===== src/rtl/kl8_pkg.sv =====
// Shared constants for the keyboard receive buffer: IOT function bits,
// capture FSM encoding and the stored entry width.
package kl8_pkg;

    localparam int KSF_BIT = 0;
    localparam int KCC_BIT = 1;
    localparam int KRS_BIT = 2;

    // One stored entry is {framing error, data byte}.
    localparam int ENTRY_W = 9;

    typedef enum logic [1:0] {
        CAP_IDLE = 2'd0,
        CAP_ACK  = 2'd1,
        CAP_WAIT = 2'd2
    } cap_state_t;

endpackage


===== src/rtl/sync_fifo.sv =====
// Single-clock FIFO with the head entry visible combinationally.
// Pop on empty is ignored; a push while full is accepted only alongside a real pop.
module sync_fifo #(
    parameter int WIDTH      = 9,
    parameter int DEPTH_LOG2 = 4
) (
    input  logic                  clk,
    input  logic                  rst,
    input  logic                  push,
    input  logic [WIDTH-1:0]      push_data,
    input  logic                  pop,
    output logic [WIDTH-1:0]      head,
    output logic                  full,
    output logic                  empty,
    output logic [DEPTH_LOG2:0]   count
);
    localparam int DEPTH = 1 << DEPTH_LOG2;
    localparam logic [DEPTH_LOG2:0] FULL_COUNT = (DEPTH_LOG2 + 1)'(DEPTH);

    logic [WIDTH-1:0]      mem_reg [DEPTH];
    logic [DEPTH_LOG2-1:0] wr_ptr_reg;
    logic [DEPTH_LOG2-1:0] rd_ptr_reg;
    logic [DEPTH_LOG2:0]   count_reg;
    logic                  do_push;
    logic                  do_pop;

    assign empty   = (count_reg == '0);
    assign full    = (count_reg == FULL_COUNT);
    assign do_pop  = pop && !empty;
    assign do_push = push && (!full || do_pop);
    assign head    = mem_reg[rd_ptr_reg];
    assign count   = count_reg;

    always_ff @(posedge clk) begin
        if (rst) begin
            wr_ptr_reg <= '0;
            rd_ptr_reg <= '0;
            count_reg  <= '0;
        end else begin
            if (do_push) begin
                wr_ptr_reg <= wr_ptr_reg + 1'b1;
            end
            if (do_pop) begin
                rd_ptr_reg <= rd_ptr_reg + 1'b1;
            end
            case ({do_push, do_pop})
                2'b10:   count_reg <= count_reg + 1'b1;
                2'b01:   count_reg <= count_reg - 1'b1;
                default: count_reg <= count_reg;
            endcase
        end
    end

    // Storage has no reset; contents are only observed through a non-zero count.
    always_ff @(posedge clk) begin
        if (do_push) begin
            mem_reg[wr_ptr_reg] <= push_data;
        end
    end

endmodule


===== src/rtl/kl8_rx_fifo.sv =====
// PDP-8 keyboard receive buffer: captures receiver bytes into a FIFO and
// serves them through the KSF/KCC/KRS/KRB IOTs with a registered response.
module kl8_rx_fifo
    import kl8_pkg::*;
#(
    parameter int DEPTH_LOG2 = 4,
    parameter bit FORCE_MARK = 1'b1
) (
    input  logic       clk,
    input  logic       rst,
    input  logic       rx_rdy,
    input  logic [7:0] rx_data,
    input  logic       rx_err,
    output logic       rx_read,
    input  logic       iot,
    input  logic [2:0] iot_fn,
    output logic       io_skip,
    output logic       io_ac_clr,
    output logic       io_data_en,
    output logic [7:0] io_data,
    output logic       kbd_flag,
    output logic       kbd_err,
    output logic       int_req,
    output logic       ovf
);
    localparam logic [7:0] MARK = FORCE_MARK ? 8'h80 : 8'h00;

    cap_state_t            state_reg;
    cap_state_t            state_next;
    logic                  push;
    logic                  pop;
    logic                  full;
    logic                  empty;
    logic [ENTRY_W-1:0]    head;
    logic [DEPTH_LOG2:0]   count;
    logic [7:0]            head_byte;

    logic                  skip_reg;
    logic                  ac_clr_reg;
    logic                  data_en_reg;
    logic [7:0]            hold_reg;
    logic                  ovf_reg;

    assign push = (state_reg == CAP_IDLE) && rx_rdy;
    assign pop  = iot && iot_fn[KCC_BIT];

    sync_fifo #(
        .WIDTH      (ENTRY_W),
        .DEPTH_LOG2 (DEPTH_LOG2)
    ) u_fifo (
        .clk       (clk),
        .rst       (rst),
        .push      (push),
        .push_data ({rx_err, rx_data}),
        .pop       (pop),
        .head      (head),
        .full      (full),
        .empty     (empty),
        .count     (count)
    );

    always_ff @(posedge clk) begin
        if (rst) begin
            state_reg <= CAP_IDLE;
        end else begin
            state_reg <= state_next;
        end
    end

    // WAIT holds off re-capture until the receiver has dropped rdy.
    always_comb begin
        state_next = state_reg;
        case (state_reg)
            CAP_IDLE: if (rx_rdy) state_next = CAP_ACK;
            CAP_ACK:  state_next = CAP_WAIT;
            CAP_WAIT: if (!rx_rdy) state_next = CAP_IDLE;
            default:  state_next = CAP_IDLE;
        endcase
    end

    always_comb begin
        rx_read = (state_reg == CAP_ACK);
    end

    assign head_byte = empty ? 8'h00 : (head[7:0] | MARK);

    // The head is popped on the strobe edge, so KRS/KRB return a held copy.
    always_ff @(posedge clk) begin
        if (rst) begin
            skip_reg    <= 1'b0;
            ac_clr_reg  <= 1'b0;
            data_en_reg <= 1'b0;
            hold_reg    <= 8'h00;
            ovf_reg     <= 1'b0;
        end else begin
            skip_reg    <= iot && iot_fn[KSF_BIT] && kbd_flag;
            ac_clr_reg  <= pop;
            data_en_reg <= iot && iot_fn[KRS_BIT];
            if (iot) begin
                hold_reg <= head_byte;
            end
            if (push && full && !pop) begin
                ovf_reg <= 1'b1;
            end else if (pop) begin
                ovf_reg <= 1'b0;
            end
        end
    end

    assign io_skip    = skip_reg;
    assign io_ac_clr  = ac_clr_reg;
    assign io_data_en = data_en_reg;
    assign io_data    = data_en_reg ? hold_reg : head_byte;
    assign kbd_flag   = (count != '0);
    assign int_req    = kbd_flag;
    assign kbd_err    = !empty && head[8];
    assign ovf        = ovf_reg;

endmodule


===== config.mk =====
export PLATFORM = sky130hd
export DESIGN_NAME = kl8_rx_fifo
export DESIGN_NICKNAME = d
export VERILOG_FILES = /design/src/rtl/kl8_pkg.sv /design/src/rtl/sync_fifo.sv /design/src/rtl/kl8_rx_fifo.sv
export SDC_FILE = /design/constraint.sdc
export NUM_CORES = 1
export LEC_CHECK = 0
export BUFFER_PORTS_ARGS = -buffer_cell sky130_fd_sc_hd__buf_2
export CAP_MARGIN = 20
export CORE_MARGIN = 10
export CORE_UTILIZATION = 40
export CTS_CLUSTER_SIZE = 10
export DETAILED_ROUTE_END_ITERATION = 7
export HOLD_SLACK_MARGIN = 0.03
export PLACE_DENSITY = 0.56
export RECOVER_POWER = 100
export SYNTH_ARGS = -nofsm -noshare
export SYNTH_HDL_FRONTEND = slang
export SYNTH_SLANG_ARGS = --single-unit

===== constraint.sdc =====
create_clock -name clk -period 3.6 [get_ports clk]
set_input_delay 0.18 -clock clk [delete_from_list [all_inputs] [get_ports clk]]
set_output_delay 0.18 -clock clk [all_outputs]
set_load 0.005 [all_outputs]

Word-level counts from Yosys, hierarchy flattened
Memory sizes are Yosys's and may differ from the RTL's. A register that Yosys moved wholly into a read port is not among the register bits. Index checks and enable logic that the tools add are counted.

Register bits after elaboration: 27. Bits in latches: 0. RAM bits: 144. Bits in read-only memories: 0. Bits of input ports: 16. Output and inout port bits: 16. Memories kept: 1.

Memories: u_fifo.mem_reg (depth 16, bits a word 9, rd ports 1, clocked after memory_dff 1, wr ports 1, RTL line sync_fifo.sv:20) `logic [WIDTH-1:0] mem_reg [DEPTH];`.

Add/subtract/negate cells: 4. Multiply operators: 0. Divide/modulo/power cells: 0. Order comparisons: 0. Equal/unequal tests: 7. Shift-type cells: 0. Muxes and demuxes: 12. Bitwise logic cells: 0. Reductions and logical operators: 20.

Operators by type and width (count): $mux 8 (2); $logic_and 1x1->1 (10); $pmux 5 s2 (1); $add 4x1->4 const B (2); $mux 4 (2); $pmux 2 s3 (1); $add 5x1->5 const B (1); $eq 5x5->1 const B (1); $logic_not 5->1 (1); $reduce_bool 5->1 (1); $sub 5x1->5 const B (1); $eq 2x1->1 const B (2); $eq 2x2->1 const B (2); $mux 1 (4); $mux 2 (2); $ne 2x2->1 const B (2); $reduce_bool 2->1 (2); $logic_not 1->1 (3); $logic_not 2->1 (1); $reduce_and 2->1 (1); $logic_or 1x1->1 (1).

Logic depth before layout (Yosys ltp)
Gate-level depths: netlist of run 1.

Depth in word-level cells: 7. Depth in mapped cells: 9. Depth with buffers taken out: 8.

Modules after synthesis
From an unflattened synthesis of run 1, not the netlist that was laid out.

Cells, all modules: 434. Area, all modules: 7158.1 µm².

By module, submodules not included: sync_fifo (instances 1, cells each 350, area an instance 6463.7 µm², sequential area each 4664.5 µm²); kl8_rx_fifo (instances 1, cells each 84, area an instance 694.4 µm², sequential area each 280.3 µm²).

Worst setup path before layout of run 1
OpenSTA, ideal clock, no wires.

Path type: reg2reg. From: register u_fifo.count_reg[1], in the netlist u_fifo.count[1]. To: register u_fifo.count_reg[4], in the netlist u_fifo.count[4]. Setup time: 66 ps. Data arrival time: 2415 ps. Required time: 3534 ps. Path slack: 1119 ps. Stages on the path, launching flop included: 10. Path through: dfxtp_1 > buf_6 > or4_4 > o211ai_4 > xnor2_1 > ha_1 > o21a_1 > or3_2 > o32ai_1 > nand4bb_1.

Cells in the longest elaborated chain, start to end: 7.

RTL lines: start: declaration (RTL line sync_fifo.sv:23) `logic [DEPTH_LOG2:0] count_reg;`; start signal: assignment (RTL line sync_fifo.sv:47) `2'b10: count_reg <= count_reg + 1'b1;`; start signal: assignment (RTL line sync_fifo.sv:48) `2'b01: count_reg <= count_reg - 1'b1;`; start signal: assignment (RTL line sync_fifo.sv:49) `default: count_reg <= count_reg;`; $logic_not 5->1 (RTL line sync_fifo.sv:27) `assign empty = (count_reg == '0);`; $logic_not 1->1 (RTL line sync_fifo.sv:29) `assign do_pop = pop && !empty;`; $logic_and 1x1->1 (RTL line sync_fifo.sv:29); $logic_or 1x1->1 (RTL line sync_fifo.sv:30) `assign do_push = push && (!full || do_pop);`; $logic_and 1x1->1 (RTL line sync_fifo.sv:30); $eq 2x1->1 / $eq 2x2->1 (equally long branches) (RTL line sync_fifo.sv:46) `case ({do_push, do_pop})`; $pmux 5 s2 / $reduce_bool 2->1 (equally long branches).

Parallel ways exist; a longest one is shown, timed or not. A chain may end at the register's enable or synchronous reset.

Worst setup path in the final report of run 1
From: register u_fifo.count_reg[1], in the netlist u_fifo.count[1]. To: output port io_data[5].

Cells in the longest elaborated chain, start to end: 3.

RTL lines: $logic_not 5->1 (RTL line sync_fifo.sv:27); $mux 8 (RTL line kl8_rx_fifo.sv:85) `assign head_byte = empty ? 8'h00 : (head[7:0] | MARK);`; $mux 8 (RTL line kl8_rx_fifo.sv:113) `assign io_data = data_en_reg ? hold_reg : head_byte;`; end: declaration (RTL line kl8_rx_fifo.sv:20) `output logic [7:0] io_data,`.

Every way passes these cells.

==> results of run 1 <==
## power groups by stage
stage	logic (W)	registers, W	clock network [W]
after floorplan	0.000636	0.00214	0
after global placement	0.000853	0.00218	0
after detailed placement	0.000866	0.00218	0
after CTS	0.000875	0.00215	0.00188
after global routing	0.000907	0.00215	0.00196
final	0.000816	0.00214	0.00185
## critical path, stage by stage, from the launching register on
cell	delay [ns]
dfxtp_1	0.37
nor4_1	0.95
nand2_1	0.49
nand3_1	0.29
nand2_1	0.07
mux2_2	0.25
clkbuf_1	0.11
## worst paths after layout
kind | end | from | cells past startpoint
worst max register to register | u_fifo.count[3]$_SDFFE_PP0P_ | u_fifo.count[1]$_SDFFE_PP0P_ | 6
worst min-delay path | state_reg[1]$_SDFFE_PP0P_ | rx_rdy | 3
worst max-delay path | io_data[5] | u_fifo.count[1]$_SDFFE_PP0P_ | 6
worst min register to register | hold_reg[5]$_SDFFE_PP0P_ | hold_reg[5]$_SDFFE_PP0P_ | 2
## cell families after synthesis
kind of cell    after synthesis  share of synthesized area
compound gates               42                    0.05146
xor+xnor                      8                    0.01075
fa+ha+maj                     7                    0.01344
buf+inv                      30                    0.02323
flops                       159                     0.6851
mux                          64                     0.1379
simple gates                102                    0.07815
## layout make-up
class	count	area, µm²	area share
multi-input combinational	223	1874	0.2520
tap	216	270.3	0.03634
inverter	6	25.02	0.003365
sequential	159	4466	0.6004
clock buffer	18	429.2	0.05771
timing repair buffer	41	191.4	0.02574
clock inverter	14	181.4	0.02439
## routing by layer
metal  vias to the layer above  global-route usage  share of wire
li1                       1675                   -              -
met5                         -                   0              0
met4                         0             0.04757          0.014
met2                        70              0.1907           0.45
met3                        13             0.03663          0.049
met1                      1807              0.1706           0.48
## cells in the final DEF, fill, tap and decap left out, types with 6 or more instances in the layout
cell	netlist	layout
edfxtp_1	128	128
nor2_1	37	37
dfxtp_1	31	30
clkbuf_1	9	30
mux2i_1	29	29
mux4_2	19	19
nand2_1	18	18
clkbuf_16	0	17
mux2_2	15	15
nand3_1	15	15
a22oi_1	15	15
nor3_1	8	8
a311oi_1	8	8
ha_1	7	7
a21oi_1	5	6
buf_2	4	6
## metrics by stage
stage	total power (W)	instances	setup WS (ns)	hold WS, ns
2_1_floorplan	0.002780	412	1.119	0.2789
3_3_place_gp	0.003032	642	1.014	0.4235
3_5_place_dp	0.003050	642	0.9447	0.4393
4_1_cts	0.004900	677	0.5887	0.1096
5_1_grt	0.005012	677	0.2522	0.1490
6_report	0.004801	677	0.4421	0.1248
## repair_timing
action / 4_1_cts / 5_1_grt
hold endpoints to repair: 3 / 0
buffers inserted: 0 / 0
hold buffers: 3 / 0
==> run metrics, run 1 <==
via count 3565; min cycle time layout 3.158 ns; Syn Std Cell Area 6516 µm²; # diodes 0; GPL Wtd Cong 0.7618; Residual DRC 0; Min-Delay Path Class input pin to flip-flop; Core ar. 15940 µm²; Lkg Pwr 2.385 nW; Pre-antenna DRT Iters 4; post-CTS resize count 0; critical path launch point type flip-flop; Die Ht 147.6 µm; WP data arrival 2.98 ns; share of layout cells above drive strength 1 0.1779; Worst Max-Slew Pin Slew 1.310 ns; top area cells in the synthesized netlist edfxtp_1, dfxtp_1, mux4_2; final setup fails 0; Max-slew headroom 0.1268; Initial Util 0.4087; flops & latches, synth 159; Antenna Nets Post-Route 0; flop2flop setup slack 0.65 ns; design area 7437 µm²; unrepaired setup endpoints after global routing false; outcome finished clean; TritonCTS Sinks 159; clock root buffer clkbuf_16; pwr dens 645.5 nW/µm²; DIE AREA 21800 µm²; final clock skew 0.01039 ns; worst ir drop on vdd 0.3569 mV; Period Utilization, post-route 0.8772; Switching Share 0.2689; TritonCTS clock tree built; reported max-cap violation count 0; Netlist cell types 50; Post-Place Cell Area 6872 µm²; Clock transition at path regs 0.06 ns; first-pass GRT wire length 20660 µm; number of global-route vias before repair 3527; number of flip-flops in the largest register 128; Required @ worst endpoint 3.42 ns; Bufs on Longest Clock Path 2; area share of the largest cell type after synthesis 0.5899; H-tree levels 4; FFs w/ async S/R, synth 0; Clock power frac 0.384; WL final 13420 µm; Fillers 1403; final hold viol count 0; Slew Viols, Final 0; critical path fanouts, max 12; Area Overhead vs Synth 14.13%; Comb pwr share 0.170; Syn Nets 435; row count 46; average size of a mapped cell 15.82 µm²; sequential cell area fraction in the yosys report 0.6851; Clock Latency Late Sink 0.43 ns; Inserted Clock Buffers 17; largest net degree at the start of global routing 30; Final HPWL DP 8725 µm; vias per inst 5.266; routed len/inst 19.82 µm; setup TNS 0 ns; switching pwr 0.001291 W; nature of the critical path endpoint primary output; most frequent cell after synthesis edfxtp_1; Synth Instances 412; Layout Utilization 0.4665; initial antenna violation count 0; first-iteration detailed-routing DRC count 172; GR Overflow Total 0; PortBufs 30; f_max 316.7 MHz; Reg power frac 0.446; largest area contributor in the netlist edfxtp_1; ys flop type edfxtp_1; CP Class flip-flop to primary output; Post-synth EDFFs 128; Ports 32; nets 471; Commonest cells post-synth edfxtp_1, nor2_1, dfxtp_1; Die X 147.6 µm; GRT Total Usage 0.1269; Int Pwr 0.003510 W; Yosys warnings 0
(Power assumes the default switching activity.)
==> run 2, diff against run 1 <==
--- a/config.mk
+++ b/config.mk
@@ -5,6 +5,7 @@
 export SDC_FILE = /design/constraint.sdc
 export NUM_CORES = 1
 export LEC_CHECK = 0
+export ABC_AREA = 1
 export BUFFER_PORTS_ARGS = -buffer_cell sky130_fd_sc_hd__buf_2
 export CAP_MARGIN = 20
 export CORE_MARGIN = 10
==> run 2 against run 1 <==
Against the previous run:
- highest routed layer unchanged
- critical path depth up 2
- critical endpoint unchanged
- area after synthesis up 0.79%
- combinational power down 39%
- fmax up 14%
- worst hold slack worse by 0.073 ns
- sequential cell count unchanged
==> run metrics, run 2 <==
row count 46 (unchanged); Layout Utilization 0.4632 (-0.003242); Critical Path Sink io_data[5]; routed len/inst 18.21 µm (-8.1%); Die X 148.1 µm (+0.34%); first-iteration detailed-routing DRC count 264 (+53%); reported max-cap violation count 0 (unchanged); Antenna Nets Post-Route 0 (unchanged); final setup fails 0 (unchanged); min cycle time layout 2.779 ns (-0.3789 ns); initial antenna violation count 0 (unchanged); Residual DRC 0 (unchanged); Clock Latency Late Sink 0.42 ns (about the same); postcts setup bufs 0 (unchanged); top area cells in the synthesized netlist edfxtp_1, dfxtp_1, nor2_1; slowest CP cell dfxtp_2; Placement Setup Slack 1.118 ns (+0.1734 ns); CP max stage delay 0.63 ns (-0.32 ns); number of flip-flops in the largest register 128 (unchanged); nature of the critical path endpoint primary output; Commonest cells post-synth edfxtp_1, nor2_1, o21ai_0; largest area contributor in the netlist edfxtp_1; final hold viol count 0 (unchanged); PortBufs 30 (unchanged); unrepaired setup endpoints after global routing false; Worst Max-Slew Pin Slew 1.019 ns (-0.2906 ns); critical path launch point type flip-flop; sequential cell area fraction in the yosys report 0.6797 (-0.005351); Die Ht 148.1 µm (+0.34%); Syn Nets 592 (+36%); Core ar. 16000 µm² (+0.36%); Slew Viols, Final 0 (unchanged); Inserted Clock Buffers 17 (unchanged); area share of the largest cell type after synthesis 0.5853 (-0.004607); final hold slack 0.05197 ns (-0.07286 ns); Yosys warnings 0 (unchanged); clock root buffer clkbuf_16; Post-synth EDFFs 128 (unchanged); worst r2r src u_fifo.count[0]$_SDFFE_PP0P_; Lkg Pwr 2.589 nW (+8.6%); CP Class flip-flop to primary output; Synth Instances 569 (+38%); Required @ worst endpoint 3.42 ns (about the same); average size of a mapped cell 11.54 µm² (-27%); WP data arrival 2.60 ns (-0.38 ns); TritonCTS clock tree built; setup TNS 0 ns (unchanged); DIE AREA 21940 µm² (+0.68%); GR Overflow Total 0 (unchanged); largest net degree at the start of global routing 64 (+110%); Critical Path, Cell by Cell buf_4 -> o21ai_0 -> o221ai_1 -> nand2_1 -> o21ai_0 -> nand2_1 -> o21ai_2 -> buf_2; most common cell after layout, fill and taps aside edfxtp_1; Syn Std Cell Area 6568 µm² (+0.79%); Initial Util 0.4105 (+0.001736); # diodes 0 (unchanged); flops & latches, synth 159 (unchanged); FFs w/ async S/R, synth 0 (unchanged); GRT Total Usage 0.1416 (+0.01464); post-CTS resize count 0 (unchanged); number of global-route vias before repair 4176 (+18%); vias per inst 5.277 (+0.22%); Final HPWL DP 9182 µm (+5.2%); share of layout cells above drive strength 1 0.09180 (-0.08607); flop2flop setup slack 0.96 ns (+0.31 ns); design area 7412 µm² (-0.34%); WL final 15050 µm (+12%); ys flop type edfxtp_1; critical register-to-register path endpoint u_fifo.count[4]$_SDFFE_PP0P_; f_max 359.8 MHz (+14%); nets 620 (+32%); worst reg-to-reg path cell count 10 (+4); most frequent cells in the layout edfxtp_1, nor2_1, o21ai_0, nand2_1, dfxtp_1; final worst-path setup slack 0.8210 ns (+0.3789 ns); Ports 32 (unchanged); pwr dens 593.9 nW/µm² (-8.0%); TritonCTS Sinks 159 (unchanged); first-pass GRT wire length 23830 µm (+15%); worst ir drop on vdd 0.3091 mV (-13%); Clock transition at path regs 0.06 ns (about the same); critical path fanouts, max 32 (+20); GPL Wtd Cong 0.8750 (+15%); Max-slew headroom 0.3180 (+0.1912); Fillers 1513 (+7.8%); final clock skew 0.009655 ns (-0.0007350 ns); Bufs on Longest Clock Path 2 (unchanged); most frequent cell after synthesis edfxtp_1; Area Overhead vs Synth 12.86%; hold bufs inserted after CTS 3 (unchanged); Pre-antenna DRT Iters 5 (+1); Netlist cell types 38 (-24%); H-tree levels 4 (unchanged); Post-Place Cell Area 6838 µm² (-0.49%); via count 4359 (+22%); Period Utilization, post-route 0.7719 (-0.1053); Min-Delay Path Class input pin to flip-flop; outcome finished clean
## run 2: changes by cell type in the layout (fill, tap and decap cells not counted), sizes merged, moves of 16 or more
cell and change:
mux4 -19, o21ai +89, o221ai +23, nand2 +41, inv +20, mux2i -29, mux2 -16, nor2 +65
## run 2: how the worst min path moves through the flow
stage,depth (start not counted),end,slack (ns),start
after floorplan,0,u_fifo.mem_reg[0][0]$_DFFE_PP_,0.28,rx_data[0]
after global placement,3,io_data_en$_SDFF_PP0_,0.40,iot_fn[2]
after detailed placement,3,io_skip$_SDFF_PP0_,0.42,iot_fn[0]
after CTS,3,state_reg[1]$_SDFFE_PP0P_,0.04,rx_rdy
after global routing,3,state_reg[1]$_SDFFE_PP0P_,0.05,rx_rdy
final,3,state_reg[1]$_SDFFE_PP0P_,0.05,rx_rdy
## run 2: power by group
group / total, W / switching (W) / internal [W]
Combinational: 0.000494 / 0.000340 / 0.000154
Sequential: 0.00207 / 0.0000365 / 0.00204
Clock: 0.00184 / 0.000680 / 0.00116
## run 2: layer usage
layer	track usage	share of wire	vias up	wire length, µm
met5	0	0	-	0
met4	0.04955	0.015	0	224
met3	0.03823	0.045	20	675
met2	0.2338	0.50	100	7513
met1	0.1749	0.44	2144	6633
li1	-	-	2095	-
## run 2: stage by stage
stage / power (W) / instances
final: 0.004402 / 826
after global routing: 0.004606 / 826
after CTS: 0.004468 / 825
after detailed placement: 0.002632 / 790
after global placement: 0.002617 / 790
after floorplan: 0.002469 / 569
## run 2: kinds of logic (layout without fill, tap and decap cells)
group,after synthesis,count (layout),share of synthesized area
simple gates,192,192,0.1282
flops,159,159,0.6797
compound gates,148,148,0.1301
buf+inv,63,104,0.04858
fa+ha+maj,7,7,0.01334
## run 2: area by class of cell
| class | count | area [µm²] | area share |
|---|---|---|---|
| flip-flops and latches | 159 | 4466 | 0.6025 |
| clock buffers | 21 | 440.4 | 0.05942 |
| multi-input cells | 347 | 1729 | 0.2333 |
| clock inverters | 11 | 165.2 | 0.02228 |
| well taps | 216 | 270.3 | 0.03646 |
| repair buffers | 38 | 203.9 | 0.02752 |
| inverters | 34 | 137.6 | 0.01857 |
## run 2: worst max-delay path: cells and delay by family (launching register included)
| kind | cells | cell delay, ns |
|---|---|---|
| AO/OA/AOI/OAI | 4 | 0.77 |
| AND/OR/NAND/NOR | 2 | 0.22 |
| buffers and inverters | 2 | 0.54 |
| flip-flops | 1 | 0.63 |
